[src/rtl/ldm_stm_sequencer.sv]
// LDM/STM block-transfer sequencer: walks a register list one memory transaction at a time,
// driving the register-file ports, redirecting r15 to the PC, and writing back the new base.
module ldm_stm_sequencer #(
  parameter int unsigned ADDR_W = 32,
  parameter int unsigned DATA_W = 32
) (
  input  logic              clk_i,
  input  logic              rst_i,
  input  logic              start_i,
  input  logic              load_i,
  input  logic [15:0]       reg_list_i,
  input  logic [ADDR_W-1:0] base_addr_i,
  input  logic [3:0]        base_reg_i,
  input  logic              increment_i,
  input  logic              before_i,
  input  logic              writeback_i,
  input  logic [DATA_W-1:0] pc_i,
  output logic              busy_o,
  output logic              done_o,
  output logic [3:0]        rf_read_addr_o,
  input  logic [DATA_W-1:0] rf_read_data_i,
  output logic              rf_write_enable_o,
  output logic [3:0]        rf_write_addr_o,
  output logic [DATA_W-1:0] rf_write_data_o,
  output logic              pc_write_o,
  output logic [DATA_W-1:0] pc_data_o,
  output logic              mem_req_o,
  output logic              mem_we_o,
  output logic [ADDR_W-1:0] mem_addr_o,
  output logic [DATA_W-1:0] mem_wdata_o,
  input  logic [DATA_W-1:0] mem_rdata_i,
  input  logic              mem_ready_i
);

  typedef enum logic [2:0] {StIdle, StSetup, StXfer, StLdwr, StWback, StDone} state_t;

  state_t            r_state, w_state_next;
  logic              r_load, r_inc, r_before, r_wb, r_wb_en, r_issue;
  logic [15:0]       r_list;
  logic [3:0]        r_cursor, r_base_reg;
  logic [ADDR_W-1:0] r_base, r_addr, r_new_base;
  logic [DATA_W-1:0] r_wdata, r_rdata;

  logic [4:0]        w_n;
  logic [ADDR_W-1:0] w_four_n, w_start_addr, w_new_base;
  logic [15:0]       w_list_clr;
  logic              w_done_xfer;

  function automatic logic [3:0] f_lowest(input logic [15:0] v);
    logic [3:0] idx;
    idx = '0;
    for (int i = 15; i >= 0; i--) begin
      if (v[i]) idx = 4'(i);
    end
    return idx;
  endfunction

  always_comb begin
    w_n = '0;
    for (int i = 0; i < 16; i++) begin
      w_n = w_n + 5'(r_list[i]);
    end
  end

  assign w_four_n    = ADDR_W'({w_n, 2'b00});
  assign w_new_base  = r_inc ? r_base + w_four_n : r_base - w_four_n;
  assign w_list_clr  = r_list & ~(16'd1 << r_cursor);
  assign w_done_xfer = r_issue && mem_ready_i;

  // Lowest register always lands on the lowest address in every mode.
  always_comb begin
    unique case ({r_inc, r_before})
      2'b10:   w_start_addr = r_base;
      2'b11:   w_start_addr = r_base + ADDR_W'(4);
      2'b00:   w_start_addr = r_base - w_four_n + ADDR_W'(4);
      default: w_start_addr = r_base - w_four_n;
    endcase
  end

  always_ff @(posedge clk_i or posedge rst_i) begin
    if (rst_i) begin
      r_state <= StIdle;
    end else begin
      r_state <= w_state_next;
    end
  end

  always_comb begin
    w_state_next = r_state;
    unique case (r_state)
      StIdle:  if (start_i) w_state_next = StSetup;
      StSetup: w_state_next = (w_n == 5'd0) ? StDone : StXfer;
      StXfer: begin
        if (w_done_xfer) begin
          if (r_load)                  w_state_next = StLdwr;
          else if (w_list_clr != 16'd0) w_state_next = StXfer;
          else                         w_state_next = StWback;
        end
      end
      StLdwr:  w_state_next = (r_list != 16'd0) ? StXfer : StWback;
      StWback: w_state_next = StDone;
      StDone:  w_state_next = StIdle;
      default: w_state_next = StIdle;
    endcase
  end

  // r_issue splits each transfer into a request-low prep cycle and the request phase.
  always_ff @(posedge clk_i or posedge rst_i) begin
    if (rst_i) begin
      r_load     <= 1'b0;
      r_inc      <= 1'b0;
      r_before   <= 1'b0;
      r_wb       <= 1'b0;
      r_wb_en    <= 1'b0;
      r_issue    <= 1'b0;
      r_list     <= '0;
      r_cursor   <= '0;
      r_base_reg <= '0;
      r_base     <= '0;
      r_addr     <= '0;
      r_new_base <= '0;
      r_wdata    <= '0;
      r_rdata    <= '0;
    end else begin
      unique case (r_state)
        StIdle: begin
          if (start_i) begin
            r_load     <= load_i;
            r_list     <= reg_list_i;
            r_base     <= base_addr_i;
            r_base_reg <= base_reg_i;
            r_inc      <= increment_i;
            r_before   <= before_i;
            r_wb       <= writeback_i;
          end
        end
        StSetup: begin
          r_addr     <= w_start_addr;
          r_new_base <= w_new_base;
          r_cursor   <= f_lowest(r_list);
          r_issue    <= 1'b0;
          r_wb_en    <= r_wb && (w_n != 5'd0) && (r_base_reg != 4'd15) &&
                        !(r_load && r_list[r_base_reg]);
        end
        StXfer: begin
          if (!r_issue) begin
            r_issue <= 1'b1;
            if (!r_load) begin
              r_wdata <= (r_cursor == 4'd15) ? pc_i + DATA_W'(8) : rf_read_data_i;
            end
          end else if (mem_ready_i) begin
            r_issue <= 1'b0;
            r_list  <= w_list_clr;
            r_addr  <= r_addr + ADDR_W'(4);
            if (r_load) r_rdata <= mem_rdata_i;
            else        r_cursor <= f_lowest(w_list_clr);
          end
        end
        StLdwr:  r_cursor <= f_lowest(r_list);
        default: ;
      endcase
    end
  end

  always_comb begin
    busy_o            = 1'b0;
    done_o            = 1'b0;
    rf_read_addr_o    = '0;
    rf_write_enable_o = 1'b0;
    rf_write_addr_o   = '0;
    rf_write_data_o   = '0;
    pc_write_o        = 1'b0;
    pc_data_o         = '0;
    mem_req_o         = 1'b0;
    mem_we_o          = 1'b0;
    mem_addr_o        = '0;
    mem_wdata_o       = '0;
    unique case (r_state)
      StSetup: busy_o = 1'b1;
      StXfer: begin
        busy_o = 1'b1;
        if (!r_load) rf_read_addr_o = r_cursor;
        if (r_issue) begin
          mem_req_o  = 1'b1;
          mem_we_o   = !r_load;
          mem_addr_o = {r_addr[ADDR_W-1:2], 2'b00};
          if (!r_load) mem_wdata_o = r_wdata;
        end
      end
      StLdwr: begin
        busy_o = 1'b1;
        if (r_cursor == 4'd15) begin
          pc_write_o = 1'b1;
          pc_data_o  = r_rdata & ~DATA_W'(3);
        end else begin
          rf_write_enable_o = 1'b1;
          rf_write_addr_o   = r_cursor;
          rf_write_data_o   = r_rdata;
        end
      end
      StWback: begin
        busy_o = 1'b1;
        if (r_wb_en) begin
          rf_write_enable_o = 1'b1;
          rf_write_addr_o   = r_base_reg;
          rf_write_data_o   = DATA_W'(r_new_base);
        end
      end
      StDone:  done_o = 1'b1;
      default: ;
    endcase
  end

endmodule
[config.mk]
export PLATFORM = sky130hd
export DESIGN_NAME = ldm_stm_sequencer
export DESIGN_NICKNAME = d
export VERILOG_FILES = /design/src/rtl/ldm_stm_sequencer.sv
export SDC_FILE = /design/constraint.sdc
export NUM_CORES = 1
export LEC_CHECK = 0
export CAP_MARGIN = 20
export CORE_UTILIZATION = 25
export DETAILED_ROUTE_END_ITERATION = 16
export SETUP_SLACK_MARGIN = 0.02
export SLEW_MARGIN = 20
export SYNTH_ARGS = -nofsm -noshare
export SYNTH_HDL_FRONTEND = slang
export SYNTH_SLANG_ARGS = --single-unit
[constraint.sdc]
create_clock -name clk_i -period 9.7 [get_ports clk_i]
set_clock_uncertainty 0.2 [all_clocks]
set_input_delay 1.94 -clock clk_i [delete_from_list [all_inputs] [get_ports clk_i]]
set_output_delay 1.94 -clock clk_i [all_outputs]
set_load 0.005 [all_outputs]
# Yosys cells after proc, flatten, opt, wreduce, memory -nomap -nowiden
# Cells that the tools add are included.
# totals
regBits	193
input_bits	156
output_inout_bits	142
wordCells	165
# op_classes
add_sub_neg	21
magnitude_cmp	1
eq_ne	14
n_shift	1
muxes	84
n_bitwise	4
n_reduce_logical	25
# ops
operator	n
$mux W32	13
$mux W4	39
$pmux W32 S2	2
$add A32 B3 Y32 const B	3
$pmux W32 S3	1
$add A5 B1 Y5	11
$mux W16	3
$add A32 B4 Y32 const B	1
$add A32 B7 Y32	1
$pmux W16 S2	1
$reduce_bool A16 Y1	2
$sub A32 B7 Y32	1
$mux W3	6
$and A16 B16 Y16	1
$not A16 Y16	1
$pmux W4 S2	2
$shl A1 B4 Y16 const A	1
$pmux W3 S5	1
$mux W1	13
$reduce_and A4 Y1	3
$ne A2 B2 Y1 const B	5
$eq A3 B2 Y1 const B	2
$eq A3 B3 Y1 const B	2
$reduce_and A3 Y1	2
other kinds (22)	33

# Longest topological paths before layout
# Gate-level depths: netlist of run 1.
# depth
word_depth	23
mapped_depth	26

# Worst setup path after synthesis of run 1
# OpenSTA, ideal clock, no wires.
# synth_path
path_type	reg2reg
from	reg r_list[5]
to	reg r_addr[30]
setup_ns	0.123
arrival_ns	6.108
required_ns	9.377
slack_ns	3.269
stages_incl_launch_ff	26
cell_sequence	dfrtp_1 inv_1 fa_1 inv_1 fa_1 inv_1 fa_1 fa_1 inv_1 ha_1 a21o_1 a21oi_1 xor2_1 inv_1 ha_1 buf_2 nor2b_1 a211oi_1 clkbuf_1 nor4_2 xnor2_1 nor3_2 nand4b_1 or4_1 nand3_1 a21oi_1
# synth_between
elab_chain_len	15
# synth_lines
element	line_no	rtl
start: declaration	39	logic [15:0] r_list;
start signal: assignment	129	r_list <= reg_list_i;
start signal: assignment	153	r_list <= w_list_clr;
$add A5 B1 Y5 * (11 in a row)	61	w_n = w_n + 5'(r_list[i]);
$sub A32 B7 Y32 *	75, 76	
$add A32 B3 Y32	75	2'b00: w_start_addr = r_base - w_four_n + ADDR_W'(4);
$pmux W32 S3 *	72	unique case ({r_inc, r_before})
$pmux W32 S2 *	125	unique case (r_state)
end signal: assignment	138	r_addr <= w_start_addr;
end signal: assignment	154	r_addr <= r_addr + ADDR_W'(4);
end: declaration	41	logic [ADDR_W-1:0] r_base, r_addr, r_new_base;
# Every way passes the cells marked *; elsewhere a longest branch is shown, timed or not.
# A chain may end at the register's enable or synchronous reset.

# Final worst setup path of run 1
# layout_path
from	reg r_list[5]
to	reg r_addr[22]
# The elaborated chain is that of the path after synthesis.

==> impl_metrics.tcl, run 1 <==
set metrics [dict create \
    crit_path_start_kind "flip-flop" \
    synth_flop_cell "dfrtp_1" \
    num_vias 14039 \
    muxShareOfSynthArea_pct 6.83 \
    die_h_um 242 \
    start_util_pct 25.4 \
    reg2reg_from "r_list[5]" \
    critPathKind "reg -> reg" \
    grt_pass1_wl_mm 82.1 \
    hold_viol 0 \
    cts_setup_buffers 0 \
    drive_above_1_share_pct 7.84 \
    tns_ns 0 \
    design_area_um2 18500 \
    crit_path_start "r_list[5]" \
    cts_resized 0 \
    syn-instance-count 1761 \
    reg2reg_to "r_addr[22]" \
    cts.reportedPaths.clkPinSlew_ns 0.08 \
    required_ns 9.87 \
    clock_sinks 191 \
    drtIter0Drc 1254 \
    hp-start "r_base[0]" \
    antenna_found_initial 3 \
    arrival_ns 7.61 \
    drv_cap 0 \
    most-common-layout-cells "293 x clkdlybuf4s50_1, 206 x nand2_1, 191 x dfrtp_1" \
    grt_max_degree 121 \
    worstMarginPinSlew_ns 1.13 \
    period_share_pct 76.7 \
    coreArea_um2 56600 \
    cts_root_buffer "clkbuf_16" \
    num_rows 87 \
    post-route-util_pct 32.7 \
    setup_viol 0 \
    end_kind "flip-flop" \
    synth_adder_area_share_pct 3.68 \
    synth-edff-count 0 \
    status "finished, final reports clean" \
    period_needed_ns 7.44 \
    antenna_left 0 \
    yosysWarnings 0 \
    reg2reg_slack_ns 2.26 \
    drt-total-wl_mm 52.8 \
    postCtsHoldBufs 0 \
    yosysSeqAreaShare_pct 33.3 \
    cts_tree "built" \
    finalWeightedCongestion 0.894 \
    hold_path_class "reg -> reg" \
    drt_first_pass_iters 6 \
    syn_to_final_growth_pct 29.0 \
    yosys.area_share.xor_xnor_pct 6.83 \
    die-width_um 242 \
    wl_per_cell_um 19.3 \
    synth_compound_area_share_pct 19.6 \
    placed_area_um2 17900 \
    grt-ovfl-total 0 \
    rsz0062_at_grt "no" \
    holdPathStages 2 \
    htreeDepth 4 \
    hold_end "r_new_base[0]" \
    track_usage_pct 18.0 \
    yosys.area_share.simple_pct 24.5 \
    cts_made_buffers 17 \
    synth.avg_cell_area_um2 8.15 \
    async_reset_ff_share_pct 100 \
    max_clock_freq_mhz 134 \
    largest_reg_flops 36 \
    slew_violations 0 \
    hpwl_mm 39.3 \
    syn_area_um2 14400 \
    io_pins 298 \
    synth_seq_cells 191 \
    synth_top_family_by_area "simple AND/OR/NAND/NOR gates" \
    relSlewSlack_pct 24.3 \
    nets 2155 \
    port_buffers 293 \
    insertion_delay_ns 0.50 \
    cts_max_path_buffers 2 \
    grt_pass1_vias 13624 \
    dieArea_um2 58400 \
    mostFrequentLayoutCell "clkdlybuf4s50_1" \
    synth_cell_types 75 \
    drc 0 \
    via_per_inst 5.13 \
    crit_fanout 19 \
    rr_worst_depth 22 \
    timing.hold.ws_ns 0.272 \
]
==> logic make-up after synthesis <==
kind of cell / count (synthesis)
AO/OA/AOI/OAI: 458
XOR/XNOR: 112
adder cells (fa/ha/maj): 35
buffers and inverters: 189
flip-flops: 191
multiplexers: 84
other: 1
AND/OR/NAND/NOR: 691
==> metal layers <==
| metal | global-route usage, % | vias up | share of wire [%] |
|---|---|---|---|
| met5 | 0 | - | 0.025 |
| met1 | 25.0 | 6699 | 46 |
| met2 | 26.5 | 588 | 43 |
| met3 | 4.97 | 65 | 8.0 |
| li1 | - | 6685 | - |
| met4 | 6.22 | 2 | 2.7 |
==> critical path: stages (launching register included) <==
cell and delay, ns:
dfrtp_1 0.47, inv_1 0.10, fa_1 0.54, inv_1 0.05
fa_1 0.45, fa_1 0.51, inv_1 0.05, fa_1 0.42
inv_1 0.07, ha_1 0.17, inv_1 0.06, fa_1 0.41
xnor2_1 0.28, ha_1 0.35, nor2b_1 0.20, a2111oi_4 0.87
o311a_1 0.27, a21oi_1 0.05, nor3_1 0.71, nand4_1 0.37
nor3_1 0.36, xor2_1 0.24, o21ai_0 0.10
==> how the worst max path moves through the flow <==
stage	cells past startpoint	endpoint	slack (ns)
2_1_floorplan	1	r_addr[10]	2.36
3_3_place_gp	23	r_addr[30]	2.49
3_5_place_dp	22	r_addr[20]	2.39
4_1_cts	22	r_addr[30]	2.33
5_1_grt	22	r_addr[22]	1.74
6_report	22	r_addr[22]	2.26
==> Yosys cell counts (20+ instances only) <==
cell | number | area, um2
o21ai_0 | 168 | 841
nor4_1 | 21 | 131
o22ai_1 | 20 | 125
and2_1 | 45 | 282
a21oi_1 | 109 | 546
dfrtp_1 | 191 | 4780
nand4_1 | 26 | 163
nor3_1 | 38 | 190
inv_1 | 57 | 214
ha_1 | 23 | 288
or3_1 | 20 | 125
clkbuf_1 | 104 | 390
a31oi_1 | 22 | 138
xor2_1 | 41 | 359
and3_1 | 80 | 500
nand2_1 | 206 | 773
a22o_1 | 48 | 420
xnor2_1 | 71 | 622
nand3_1 | 55 | 275
nor2_1 | 128 | 480
mux2_2 | 62 | 698
==> area by class of cell <==
cell class,count,area (um2)
fillers,5930,38100
multi-input cells,1384,8880
flip-flops and latches,191,4780
repair buffers,313,3080
well taps,756,946
clock buffers,17,425
inverters,57,221
clock inverters,15,195
diodes,1,2.50
==> metrics by stage <==
stage          worst slack, ns  std cells
3_3_place_gp              2.49       2701
5_1_grt                   1.74       2734
2_1_floorplan             2.36       1764
4_1_cts                   2.33       2733
6_report                  2.26       2734
3_5_place_dp              2.39       2701
Power of run 1 is left out: the tool's default activity adds up to more than one toggle a clock period on the data nets, which glitch-free logic cannot reach.
==> run 2: changes to the inputs <==
==> constraint.sdc (replaced) <==
create_clock -name clk_i -period 6.5 [get_ports clk_i]
set_clock_uncertainty 0.2 [all_clocks]
set_input_delay 1.3 -clock clk_i [delete_from_list [all_inputs] [get_ports clk_i]]
set_output_delay 1.3 -clock clk_i [all_outputs]
set_load 0.005 [all_outputs]
==> impl_metrics.tcl, run 2 (synthesized netlist as in run 1, its figures left out) <==
set metrics [dict create \
    status "complete, but fails checks" \
    violations "setup timing" \
    cts.reportedPaths.clkPinSlew_ns 0.08 \
    cts_root_buffer "clkbuf_16" \
    relSlewSlack_pct 28.3 \
    rr_worst_depth 23 \
    placed_area_um2 18500 \
    crit_fanout 4 \
    finalWeightedCongestion 0.920 \
    grt_pass1_vias 14015 \
    die-width_um 242 \
    post-place-ws_ns -0.185 \
    cpMostUsedCell "fa_1" \
    required_ns 6.67 \
    most-common-layout-cells "293 x clkdlybuf4s50_1, 205 x nand2_1, 191 x dfrtp_1" \
    design_area_um2 19700 \
    reg2reg_from "r_list[11]" \
    htreeDepth 4 \
    clock_sinks 191 \
    drt_first_pass_iters 6 \
    crit_path_start "r_list[11]" \
    via_per_inst 5.09 \
    antenna_left 0 \
    path_cells "fa_1, inv_1, fa_1, inv_2, fa_1, inv_1, fa_2, inv_2, ha_4, inv_1, fa_2, fa_1, nand2b_1, a211oi_1, buf_4, or3_1, a222oi_1, buf_4, and4_4, nand4_1, or4_1, nand3_1, a21oi_1" \
    grt_max_degree 75 \
    drtIter0Drc 992 \
    grt_util_met2_pct 28.0 \
    drt-total-wl_mm 55.1 \
    timing.hold.ws_ns 0.273 \
    hold_viol 0 \
    setup_ws_ns -0.0603 \
    drc 0 \
    tns_ns -0.0890 \
    worstMarginPinSlew_ns 1.07 \
    drv_cap 0 \
    slew_violations 0 \
    rsz0062_at_grt "yes" \
    num_vias 14490 \
    cts_tree "built" \
    cpPeakStageDelay_ns 0.55 \
    reg2reg_slack_ns -0.06 \
    hold_path_class "reg -> reg" \
    dieArea_um2 58400 \
    top_usage_layer "met2" \
    gr-usage-met1_pct 25.7 \
    track_usage_pct 18.6 \
    io_pins 298 \
    wl_per_cell_um 19.4 \
    cts_max_path_buffers 2 \
    start_util_pct 25.4 \
    hpwl_mm 41.0 \
    arrival_ns 6.73 \
    antenna_cells 0 \
    cp-endpoint "r_addr[30]" \
    reg2reg_to "r_addr[30]" \
    syn_to_final_growth_pct 37.1 \
    drive_above_1_share_pct 15.1 \
    setup_viol 3 \
    period_share_pct 101 \
    critPathKind "reg -> reg" \
    num_rows 87 \
    grt_use_met3_pct 4.81 \
    antenna_found_initial 0 \
    port_buffers 293 \
    crit_path_start_kind "flip-flop" \
    grt_pass1_wl_mm 84.6 \
    coreArea_um2 56600 \
    period_needed_ns 6.56 \
    mostFrequentLayoutCell "clkdlybuf4s50_1" \
    grt-ovfl-total 0 \
    holdPathStages 2 \
    end_kind "flip-flop" \
    largest_reg_flops 36 \
    critPathSlowestCell "or4_1" \
    die_h_um 242 \
    insertion_delay_ns 0.49 \
    cts_made_buffers 17 \
    nets 2269 \
    max_clock_freq_mhz 152 \
]
## run 2: stage by stage
| stage | utilization, % | std cells |
|---|---|---|
| global placement | 32.7 | 2784 |
| detailed placement | 32.7 | 2784 |
| global route | 34.8 | 2847 |
| finish | 34.8 | 2847 |
| CTS | 34.0 | 2824 |
| floorplan | - | 1764 |
## run 2: cell type report
| type | instances | area, um2 |
|---|---|---|
| Timing Repair Buffer | 427 | 3980 |
| Tap cell | 756 | 946 |
| Sequential cell | 191 | 4780 |
| Clock inverter | 14 | 140 |
| Multi-Input combinational cell | 1384 | 9190 |
| Inverter | 57 | 218 |
| Fill cell | 5951 | 36900 |
| Clock buffer | 18 | 439 |
## run 2: metal layers
layer	vias up	wire length (um)
li1	6939	-
met1	6926	26000
met2	571	23900
met3	54	4040
met4	0	1130
met5	-	0
## run 2: worst max-delay path: cells and delay by family, from the launching register on
kind,cells,cell delay [ns]
DFF,1,0.41
adders and majority gates,7,3.08
AOI/OAI and AO/OA,3,0.57
buffers and inverters,7,0.59
and+or+nand+nor,6,1.56
## run 2: how the worst min path moves through the flow
stage	from	to	slack, ns
after floorplan	r_base[0]	r_new_base[0]	0.23
after global placement	r_base[1]	r_new_base[1]	0.25
after detailed placement	r_base[1]	r_new_base[1]	0.26
after CTS	r_base[1]	r_new_base[1]	0.28
after global routing	r_base[1]	r_new_base[1]	0.29
final	r_base[1]	r_new_base[1]	0.27
## run 2: timing repair
| item | CTS | global route |
|---|---|---|
| buffers inserted | 8 | 23 |
| pin swaps | 10 | 39 |
| resized for setup | 23 | 56 |
| setup endpoints to repair | 15 | 22 |
| hold buffers | 0 | 0 |
Power of run 2 is left out for the same reason.
==> run 3: changes to the inputs <==
--- a/config.mk
+++ b/config.mk
@@ -6,6 +6,7 @@
 export NUM_CORES = 1
 export LEC_CHECK = 0
 export CAP_MARGIN = 20
+export CORE_ASPECT_RATIO = 1.75
 export CORE_UTILIZATION = 25
 export DETAILED_ROUTE_END_ITERATION = 16
 export SETUP_SLACK_MARGIN = 0.02
==> impl_metrics.tcl, run 3 (synthesized netlist as in run 1, its figures left out) <==
set metrics [dict create \
    grt_max_degree 117 \
    design_area_um2 19900 \
    hold_viol 0 \
    drt-total-wl_mm 58.8 \
    mostFrequentLayoutCell "clkdlybuf4s50_1" \
    relSlewSlack_pct 30.9 \
    end_kind "flip-flop" \
    stdcell_count 2878 \
    setup_viol 1 \
    grt-ovfl-total 0 \
    htreeDepth 4 \
    grt_pass1_wl_mm 89.7 \
    die_h_um 319 \
    antenna_left 0 \
    wl_per_cell_um 20.4 \
    port_buffers 293 \
    seq_area_um2 4780 \
    worstMarginPinSlew_ns 1.04 \
    arrival_ns 6.67 \
    holdPathStages 2 \
    crit_path_start_kind "flip-flop" \
    cts_made_buffers 17 \
    drc 0 \
    reg2reg_to "r_addr[25]" \
    start_util_pct 25.4 \
    io_pins 298 \
    nets 2294 \
    rsz0062_at_grt "yes" \
    status "complete, but fails checks" \
    num_vias 14827 \
    max_clock_freq_mhz 153 \
    dieArea_um2 58400 \
    hpwl_mm 44.9 \
    drv_cap 0 \
    required_ns 6.65 \
    cts_tree "built" \
    dp_cells 2820 \
    track_usage_pct 20.0 \
    clock_sinks 191 \
    cts_root_buffer "clkbuf_16" \
    critPathKind "reg -> reg" \
    hp-start "r_wdata[28]" \
    period_needed_ns 6.52 \
    reg2reg_from "r_list[11]" \
    cts_max_path_buffers 2 \
    violations "setup timing" \
    hold_path_class "reg -> reg" \
    num_rows 115 \
    crit_fanout 6 \
    drive_above_1_share_pct 16.5 \
    drt_first_pass_iters 6 \
    post-place-ws_ns -0.507 \
    die-width_um 183 \
    largest_reg_flops 36 \
    syn_to_final_growth_pct 38.9 \
    via_per_inst 5.15 \
    cts.reportedPaths.clkPinSlew_ns 0.08 \
    coreArea_um2 56500 \
    antenna_found_initial 3 \
    grt_pass1_vias 14975 \
    drtIter0Drc 996 \
    finalWeightedCongestion 0.921 \
    rr_worst_depth 26 \
    slew_violations 0 \
    postCtsHoldBufs 0 \
    fill_cells 5871 \
    setup_ws_ns -0.0221 \
    hold_end "r_wdata[28]" \
    placed_area_um2 18800 \
    insertion_delay_ns 0.46 \
    crit_path_start "r_list[11]" \
    multi_input_area_um2 9210 \
    period_share_pct 100 \
    most-common-layout-cells "293 x clkdlybuf4s50_1, 202 x nand2_1, 190 x dfrtp_1" \
    reg2reg_slack_ns -0.02 \
]
-- run 3: changes by cell type in the layout (fill, tap and decap cells not counted), sizes merged --
cell      previous run  this run
inv                 64        62
diode                0         2
clkinv               4         1
bufinv               0         3
buf                134       159
clkbuf              18        19
clkinvlp             3         4
-- run 3: metrics by stage --
stage	hold WS [ns]	utilization, %	TNS, ns
4_1_cts	0.279	35.0	-0.633
2_1_floorplan	0.235	-	0
5_1_grt	0.304	35.3	-2.07
3_3_place_gp	0.255	33.2	-4.30
6_report	0.275	35.3	-0.0221
3_5_place_dp	0.262	33.2	-4.85
-- run 3: layout make-up --
class	instances	area share [%]
Timing Repair Buffer	452	20.9
Sequential cell	191	24.0
Clock buffer	19	2.22
Tap cell	760	4.77
Antenna cell	2	0.0251
Inverter	57	1.09
Multi-Input combinational cell	1384	46.2
Clock inverter	13	0.891
-- run 3: critical path, cell delays in order (launching register included) --
cell and delay [ns]:
dfrtp_1 0.40, fa_1 0.53, inv_1 0.05, fa_1 0.49, inv_2 0.04, fa_1 0.55, inv_1 0.07, fa_2 0.53
inv_2 0.04, ha_4 0.15, a21o_1 0.18, a21oi_2 0.16, xor2_1 0.08, buf_4 0.15, buf_4 0.14, ha_4 0.18
nor2b_1 0.14, or3_1 0.35, or3_4 0.34, a222oi_1 0.35, buf_4 0.19, and4_4 0.27, buf_6 0.11, nand4_4 0.17
o31a_1 0.30, o21ai_1 0.15, a21oi_1 0.08
-- run 3: worst max-delay path by stage --
stage	endpoint	cells past startpoint
after CTS	r_addr[30]	26
after detailed placement	r_addr[13]	26
final	r_addr[25]	26
after floorplan	r_addr[30]	25
after global placement	r_addr[31]	26
after global routing	r_addr[30]	26
-- run 3: metal layers --
metal	wire length, um	vias up	global-route usage, %
li1	-	6963	-
met1	23000	7225	22.7
met2	30400	531	36.1
met3	3070	108	3.15
met4	2310	0	9.37
met5	0	-	0
-- run 3: repair_timing --
| action | 4_1_cts | 5_1_grt |
|---|---|---|
| setup buffers | 19 | 5 |
| cloned | 0 | 0 |
| gates resized for setup | 58 | 20 |
| endpoints found under the hold margin | 0 | 0 |
| setup endpoints to repair | 21 | 26 |
| pin swaps | 30 | 20 |
Power of run 3 is left out for the same reason.
